### config.mk
export PLATFORM = sky130hd
export DESIGN_NAME = board_debug_ctrl
export DESIGN_NICKNAME = d
export VERILOG_FILES = /design/src/rtl/board_debug_ctrl.sv
export SDC_FILE = /design/constraint.sdc
export NUM_CORES = 1
export LEC_CHECK = 0
export ABC_CLOCK_PERIOD_IN_PS = 4400
export BUFFER_PORTS_ARGS = -buffer_cell sky130_fd_sc_hd__buf_2
export CAP_MARGIN = 25
export CORE_ASPECT_RATIO = 0.9
export CORE_MARGIN = 2
export CORE_UTILIZATION = 30
export CTS_CLUSTER_SIZE = 12
export DETAILED_ROUTE_END_ITERATION = 16
export PLACE_DENSITY_LB_ADDON = 0.3
export SLEW_MARGIN = 10
export SYNTH_ARGS = -nofsm -noshare
export SYNTH_HDL_FRONTEND = slang
export SYNTH_SLANG_ARGS = --single-unit
### constraint.sdc
create_clock -name clk -period 4.4 [get_ports clk]
set_input_delay 0.22 -clock clk [delete_from_list [all_inputs] [get_ports clk]]
set_output_delay 0.22 -clock clk [all_outputs]
set_load 0.02 [all_outputs]
### src/rtl/board_debug_ctrl.sv
// Board debug controller: debounces the four push buttons, produces the CPU
// clock-enable in single-step or free-run mode, selects the probe word shown
// on the 7-segment display and counts executed steps for the LEDs.
// There is no valid/ready traffic here: every internal event is a one-cycle
// pulse, and the run state is visible on run_active, which mirrors the FSM.
module board_debug_ctrl #(
    parameter int DATA_W       = 32,
    parameter int NUM_VIEWS    = 7,
    parameter int DEBOUNCE_CYC = 100000,
    parameter int RUN_DIV      = 5000000,
    parameter int CNT_W        = 16,
    localparam int SEL_W       = $clog2(NUM_VIEWS)
) (
    input  logic                        clk,
    input  logic                        rst,
    input  logic                        btn_step,
    input  logic                        btn_mode,
    input  logic                        btn_next,
    input  logic                        btn_prev,
    input  logic [NUM_VIEWS*DATA_W-1:0] view_data,
    output logic                        cpu_ce,
    output logic                        run_active,
    output logic [SEL_W-1:0]            view_sel,
    output logic [DATA_W-1:0]           disp_data,
    output logic [CNT_W-1:0]            step_count
);

    localparam int NB    = 4;
    localparam int DBC_W = $clog2(DEBOUNCE_CYC);
    localparam int DIV_W = $clog2(RUN_DIV);

    // Button bit positions inside the packed debounce vectors
    localparam int B_STEP = 0;
    localparam int B_MODE = 1;
    localparam int B_NEXT = 2;
    localparam int B_PREV = 3;

    typedef enum logic {
        ST_STEP = 1'b0,
        ST_RUN  = 1'b1
    } state_t;

    logic [NB-1:0]    raw;
    logic [NB-1:0]    sync1;
    logic [NB-1:0]    sync2;
    logic [NB-1:0]    stable;
    logic [NB-1:0]    stable_q;
    logic [NB-1:0]    rise;
    logic [DBC_W-1:0] db_cnt [NB];

    state_t           state;
    logic [DIV_W-1:0] div_cnt;
    logic [DATA_W-1:0] view_word;

    logic step_p;
    logic mode_p;
    logic next_p;
    logic prev_p;

    assign raw    = {btn_prev, btn_next, btn_mode, btn_step};
    assign step_p = rise[B_STEP];
    assign mode_p = rise[B_MODE];
    assign next_p = rise[B_NEXT];
    assign prev_p = rise[B_PREV];

    // Synchronise, debounce and edge-detect every button; a level is accepted
    // only after DEBOUNCE_CYC consecutive cycles of disagreement with stable.
    always_ff @(posedge clk) begin
        if (rst) begin
            sync1    <= '0;
            sync2    <= '0;
            stable   <= '0;
            stable_q <= '0;
            rise     <= '0;
            for (int b = 0; b < NB; b++) begin
                db_cnt[b] <= '0;
            end
        end else begin
            sync1    <= raw;
            sync2    <= sync1;
            stable_q <= stable;
            rise     <= stable & ~stable_q;
            for (int b = 0; b < NB; b++) begin
                if (sync2[b] == stable[b]) begin
                    db_cnt[b] <= '0;
                end else if (db_cnt[b] == DBC_W'(DEBOUNCE_CYC - 1)) begin
                    stable[b] <= sync2[b];
                    db_cnt[b] <= '0;
                end else begin
                    db_cnt[b] <= db_cnt[b] + 1'b1;
                end
            end
        end
    end

    // STEP/RUN control FSM; a mode pulse always wins over step and divider events.
    always_ff @(posedge clk) begin
        if (rst) begin
            state      <= ST_STEP;
            div_cnt    <= '0;
            cpu_ce     <= 1'b0;
            run_active <= 1'b0;
        end else begin
            cpu_ce <= 1'b0;
            case (state)
                ST_STEP: begin
                    if (mode_p) begin
                        state      <= ST_RUN;
                        div_cnt    <= '0;
                        run_active <= 1'b1;
                    end else if (step_p) begin
                        cpu_ce <= 1'b1;
                    end
                end
                ST_RUN: begin
                    if (mode_p) begin
                        state      <= ST_STEP;
                        div_cnt    <= '0;
                        run_active <= 1'b0;
                    end else if (div_cnt == DIV_W'(RUN_DIV - 1)) begin
                        div_cnt <= '0;
                        cpu_ce  <= 1'b1;
                    end else begin
                        div_cnt <= div_cnt + 1'b1;
                    end
                end
            endcase
        end
    end

    // Count issued clock-enables; the counter wraps naturally at 2^CNT_W.
    always_ff @(posedge clk) begin
        if (rst) begin
            step_count <= '0;
        end else if (cpu_ce) begin
            step_count <= step_count + 1'b1;
        end
    end

    // Step the view index with wrap-around; opposing pulses cancel.
    always_ff @(posedge clk) begin
        if (rst) begin
            view_sel <= '0;
        end else if (next_p && !prev_p) begin
            view_sel <= (view_sel == SEL_W'(NUM_VIEWS - 1)) ? '0 : view_sel + 1'b1;
        end else if (prev_p && !next_p) begin
            view_sel <= (view_sel == '0) ? SEL_W'(NUM_VIEWS - 1) : view_sel - 1'b1;
        end
    end

    // Mux the probe word addressed by view_sel.
    always_comb begin
        view_word = '0;
        for (int k = 0; k < NUM_VIEWS; k++) begin
            if (view_sel == SEL_W'(k)) begin
                view_word = view_data[k*DATA_W +: DATA_W];
            end
        end
    end

    // Register the displayed word so the display path starts from a flop.
    always_ff @(posedge clk) begin
        if (rst) begin
            disp_data <= '0;
        end else begin
            disp_data <= view_word;
        end
    end

endmodule

# == Word level (Yosys, flattened, before mapping) ==
# Memories as Yosys holds them, arrays and structs flattened.
# Cells that the tools add are included.
# Widths: inputs -> output; s select.
# word_totals
register_bits,97
output_inout_bits,53
in_bits,230
ram_bits,68
mem_count,1
latchBits,0
rom_bits,0
# memory_table
name,words,width,read_ports,rd_ports_with_merged_regs,wr,line,rtl
db_cnt,4,17,4,0,4,49,logic [DBC_W-1:0] db_cnt [NB];
# op_classes
shifts,0
n_div,0
n_eq_ne,17
n_bitwise,19
n_addsub,8
n_mul,0
order_cmp,0
mux,84
reduce_logical,11
# ops
cell,count
$mux 32,7
$mux 17,12
$mux 23,3
$add 17x1->17 const B,4
$eq 17x17->1 const B,4
$mux 1,54
$pmux 23 s2,1
$add 23x1->23 const B,1
$eq 23x23->1 const B,1
$add 16x1->16 const B,1
$mux 3,4
$or 1x1->1,12
$reduce_and 2->1,5
$eq 3x3->1 const B,3
$eq 3x2->1 const B,2
$pmux 1 s2,3
$not 1->1,5
$and 4x4->4,1
$eq 1x1->1,4
$ne 2x2->1 const B,2
$not 4->4,1
$add 3x1->3 const B,1
$eq 3x1->1 const B,1
$logic_not 3->1,1
other kinds (4),6

# == Depth between registers and ports, before layout ==
# depth
word_depth,8
ltp_mapped,10

# == Worst setup path after synthesis ==
# No wires, ideal clock.
# synth_timing
path_type,reg2reg
startpoint,mem db_cnt[1][6] in the netlist's numbering
endpoint,"mem db_cnt[1][10] in the netlist's numbering, data pin"
required_time_ps,4143
slack_ps,2256
arrival_time_ps,1887
path_stages_with_launch,7
setup_ps,257
path_buffers,2
cell_sequence,edfxtp_1 -> or4bb_1 -> nor4_1 -> or2_2 -> clkbuf_1 -> buf_2 -> nor2_1
# synth_rtl
item,line
start: declaration,49

# == Final worst setup path ==
# layout_timing
startpoint,reg view_sel[1]
endpoint,reg disp_data[25]
# layout_between
elab_chain_len,8
# layout_lines
item,line,rtl
start: declaration,23,"output logic [SEL_W-1:0] view_sel,"
start signal: assignment,145,view_sel <= (view_sel == SEL_W'(NUM_VIEWS - 1)) ? '0 : view_sel + 1'b1;
start signal: assignment,147,view_sel <= (view_sel == '0) ? SEL_W'(NUM_VIEWS - 1) : view_sel - 1'b1;
$logic_not 3->1,155,if (view_sel == SEL_W'(k)) begin
$mux 32 (6 in a row),155,
$mux 32 (*),155,
end signal: assignment,166,disp_data <= view_word;
end: declaration,24,"output logic [DATA_W-1:0] disp_data,"
# Mark *: on every way between the ends. The rest lies on a longest branch, timed or not.
# A chain may end at the register's enable or synchronous reset.

==> flow_summary.yaml <==
timing:
  rsz0062_at_grt: "no"
  slew_violations: 0
  max_clock_freq_ghz: 0.360
  fin_crit_sh_pct: 63.1
  final_hold_viol_count: 0
  clock_skew_ns: 0.0212
  relSlewSlack_pct: 35.7
  setup_viol: 0
  worst_pin_slew_ns: 0.963
  min_period_ns: 2.77
  fin_setup_tns_ns: 0
synth:
  async_flop_share_pct: 0
  synthesis.area_um2: 9070
  syn_area_per_cell_um2: 8.80
  synthTopCellsByArea: "edfxtp_1 (23%), dfxtp_1 (21%), nor2_1 (5.2%)"
  synthTopCellsByCount: "nor2_1 (126), dfxtp_1 (97), nand2_1 (76)"
  ys_ff_latch: 165
  synth-edff-count: 68
  synth_most_common_cell: "nor2_1"
  synth_top_flop_cell: "dfxtp_1"
  synth_top_area_share_pct: 22.5
  yosysTopAreaCell: "edfxtp_1"
  yosysSeqAreaShare_pct: 43.9
  yosysWarnings: 0
  synthCells: 1031
  synth.distinct_cells: 53
floorplanning:
  fp.dieH_um: 169
  fp.dieW_um: 187
  ioPinCount: 283
  die_area_um2: 31600
  start_util_pct: 30.4
  core-area_um2: 29800
  rows: 60
worst_setup_path:
  path_cells: "inv_1, ha_2, nor2b_2, buf_4, a221oi_1, o31ai_1, a21oi_1, o21ai_0"
  worstPathArrival_ns: 3.12
  start_kind: "flop"
  cpPeakStageDelay_ns: 0.67
  critical-path-slowest-cell: "nor2b_2"
  critPathRequiredTime_ns: 4.74
  cp_max_fo: 37
  crit_path_end_kind: "flop"
  crit_type: "reg2reg"
clock_network:
  numCtsBuffers: 17
  cts_tree: "done"
  htree_num_levels: 4
  cts_root_buf: "clkbuf_16"
  cts_resized: 0
  clock_latency_ns: 0.43
  cts.sinks: 165
  postCtsSetupRepairBufs: 0
  ctsHoldBuffers: 1
  cts_max_path_buffers: 2
  clkTransAtPathRegs_ns: 0.08
layout:
  fillCellCount: 3083
  final_nets: 1590
  area_growth_pct: 29.6
  final_area_um2: 11700
  drive_gt1_share_pct: 25.3
global_route:
  top_usage_layer: "met2"
  grt_pass1_wl_um: 44400
  grtUsageMet2_pct: 30.4
  grt_pass1_vias: 8518
  grt_start_max_net_pins: 66
  antenna_found_initial: 12
  track_usage_pct: 17.7
  grt_overflow_total: 0
  use_met1_pct: 21.6
  grt_use_met3_pct: 5.00
pwr:
  power_density_nw_per_um2: 304
  p_comb_share_pct: 7.5
  p_leak_uw: 0.00454
  pwr-share-clk_pct: 45.7
  switching_share_pct: 23.0
  seqPwrFrac_pct: 46.9
  ir_worst_vdd_mv: 0.271
  power_switching_uw: 823
  p_int_uw: 2750
place:
  port_buffers: 282
  placed_area_um2: 11100
  gp_congestion: 0.882
  dp_hpwl_um: 21000
min_path:
  hp-class: "in2reg"
route:
  drc: 0
  routed_via_density: 4.96
  firstDrtPassIters: 4
  dr.first_iter.drc_count: 515
  detail-route-antenna-nets: 0
  wl_per_cell_um: 16.3
  routed_wirelength_um: 28800
  via_count: 8756
status:
  status: "finished clean"
job:
  max-cap-violations: 0
==> registers in the layout, summed over array words and instances (netlist names) <==
register	flops
stable_q	4
view_sel	3
run_active	1
cpu_ce	1
stable	4
sync1	4
db_cnt	68
sync2	4
disp_data	32
div_cnt	23
rise	4
state	1
step_count	16
==> per-layer routing <==
| layer | up-vias | part of all wire [%] |
|---|---|---|
| met5 | - | 0.16 |
| met4 | 8 | 1.8 |
| met3 | 44 | 6.4 |
| met2 | 257 | 49 |
| met1 | 4146 | 43 |
| li1 | 4301 | - |
==> metrics by stage <==
stage | util, % | worst slack, ns | instances | power, µW | hold WS, ns
2_1_floorplan | - | 2.26 | 1098 | 1810 | 0.348
3_3_place_gp | 37.2 | 1.84 | 1727 | 1970 | 0.375
3_5_place_dp | 37.2 | 1.65 | 1727 | 1970 | 0.376
4_1_cts | 39.4 | 1.66 | 1760 | 3600 | 0.00227
5_1_grt | 39.4 | 1.47 | 1764 | 3700 | 0.0131
6_report | 39.4 | 1.63 | 1767 | 3570 | 0.0195
==> kinds of logic (layout without fill, tap and decap cells) <==
kind of cell    count (synthesis)  count (layout)  share of synthesized area [%]
fa+ha+maj                      15              15                           2.07
mux                             9               9                          0.993
flops                         165             165                           43.9
other cells                     1              74                         0.0414
compound gates                235             235                           16.8
buf+inv                        87             347                           3.73
xor+xnor                       84              84                           8.11
simple gates                  435             435                           24.3
==> worst max-delay path: cells and delay by family, from the launching register on <==
kind	cells	cell delay, ns
and+or+nand+nor	1	0.67
adders and majority gates	1	0.45
buffers and inverters	2	0.51
DFF	1	0.39
AOI/OAI and AO/OA	4	0.66
==> cells in the final DEF, fill, tap and decap left out, drive strengths merged, types with 53 or more instances in the layout <==
cell	instances
buf	292
nor2	126
dfxtp	97
nand2	76
nand3	72
o21ai	71
edfxtp	68
conb	68
a21oi	54
nor2b	53
==> power by group through the flow <==
stage,sequential (µW),combinational [µW],clock [µW]
after floorplan,1720,95.8,0
after global routing,1680,293,1730
after detailed placement,1710,265,0
final,1670,267,1630
after global placement,1710,263,0
after CTS,1670,267,1660
==> worst paths after layout <==
path,end,startpoint,slack (ns),cells past startpoint
min,disp_data[19],view_data[211],0.02,3
max,disp_data[25],view_sel[1],1.63,8
min reg2reg,rise[0],stable_q[0],0.38,1
max reg2reg,disp_data[25],view_sel[1],1.63,8
==> area by class of cell <==
class | count | area, µm² | share of cell area (%)
Multi-Input combinational cell | 846 | 5020 | 42.8
Sequential cell | 165 | 3990 | 33.9
Timing Repair Buffer | 293 | 1490 | 12.7
Clock buffer | 23 | 534 | 4.55
Tap cell | 403 | 504 | 4.29
Clock inverter | 9 | 109 | 0.927
Inverter | 22 | 82.6 | 0.703
Antenna cell | 6 | 15.0 | 0.128
Power figures use the tool's default switching activity.
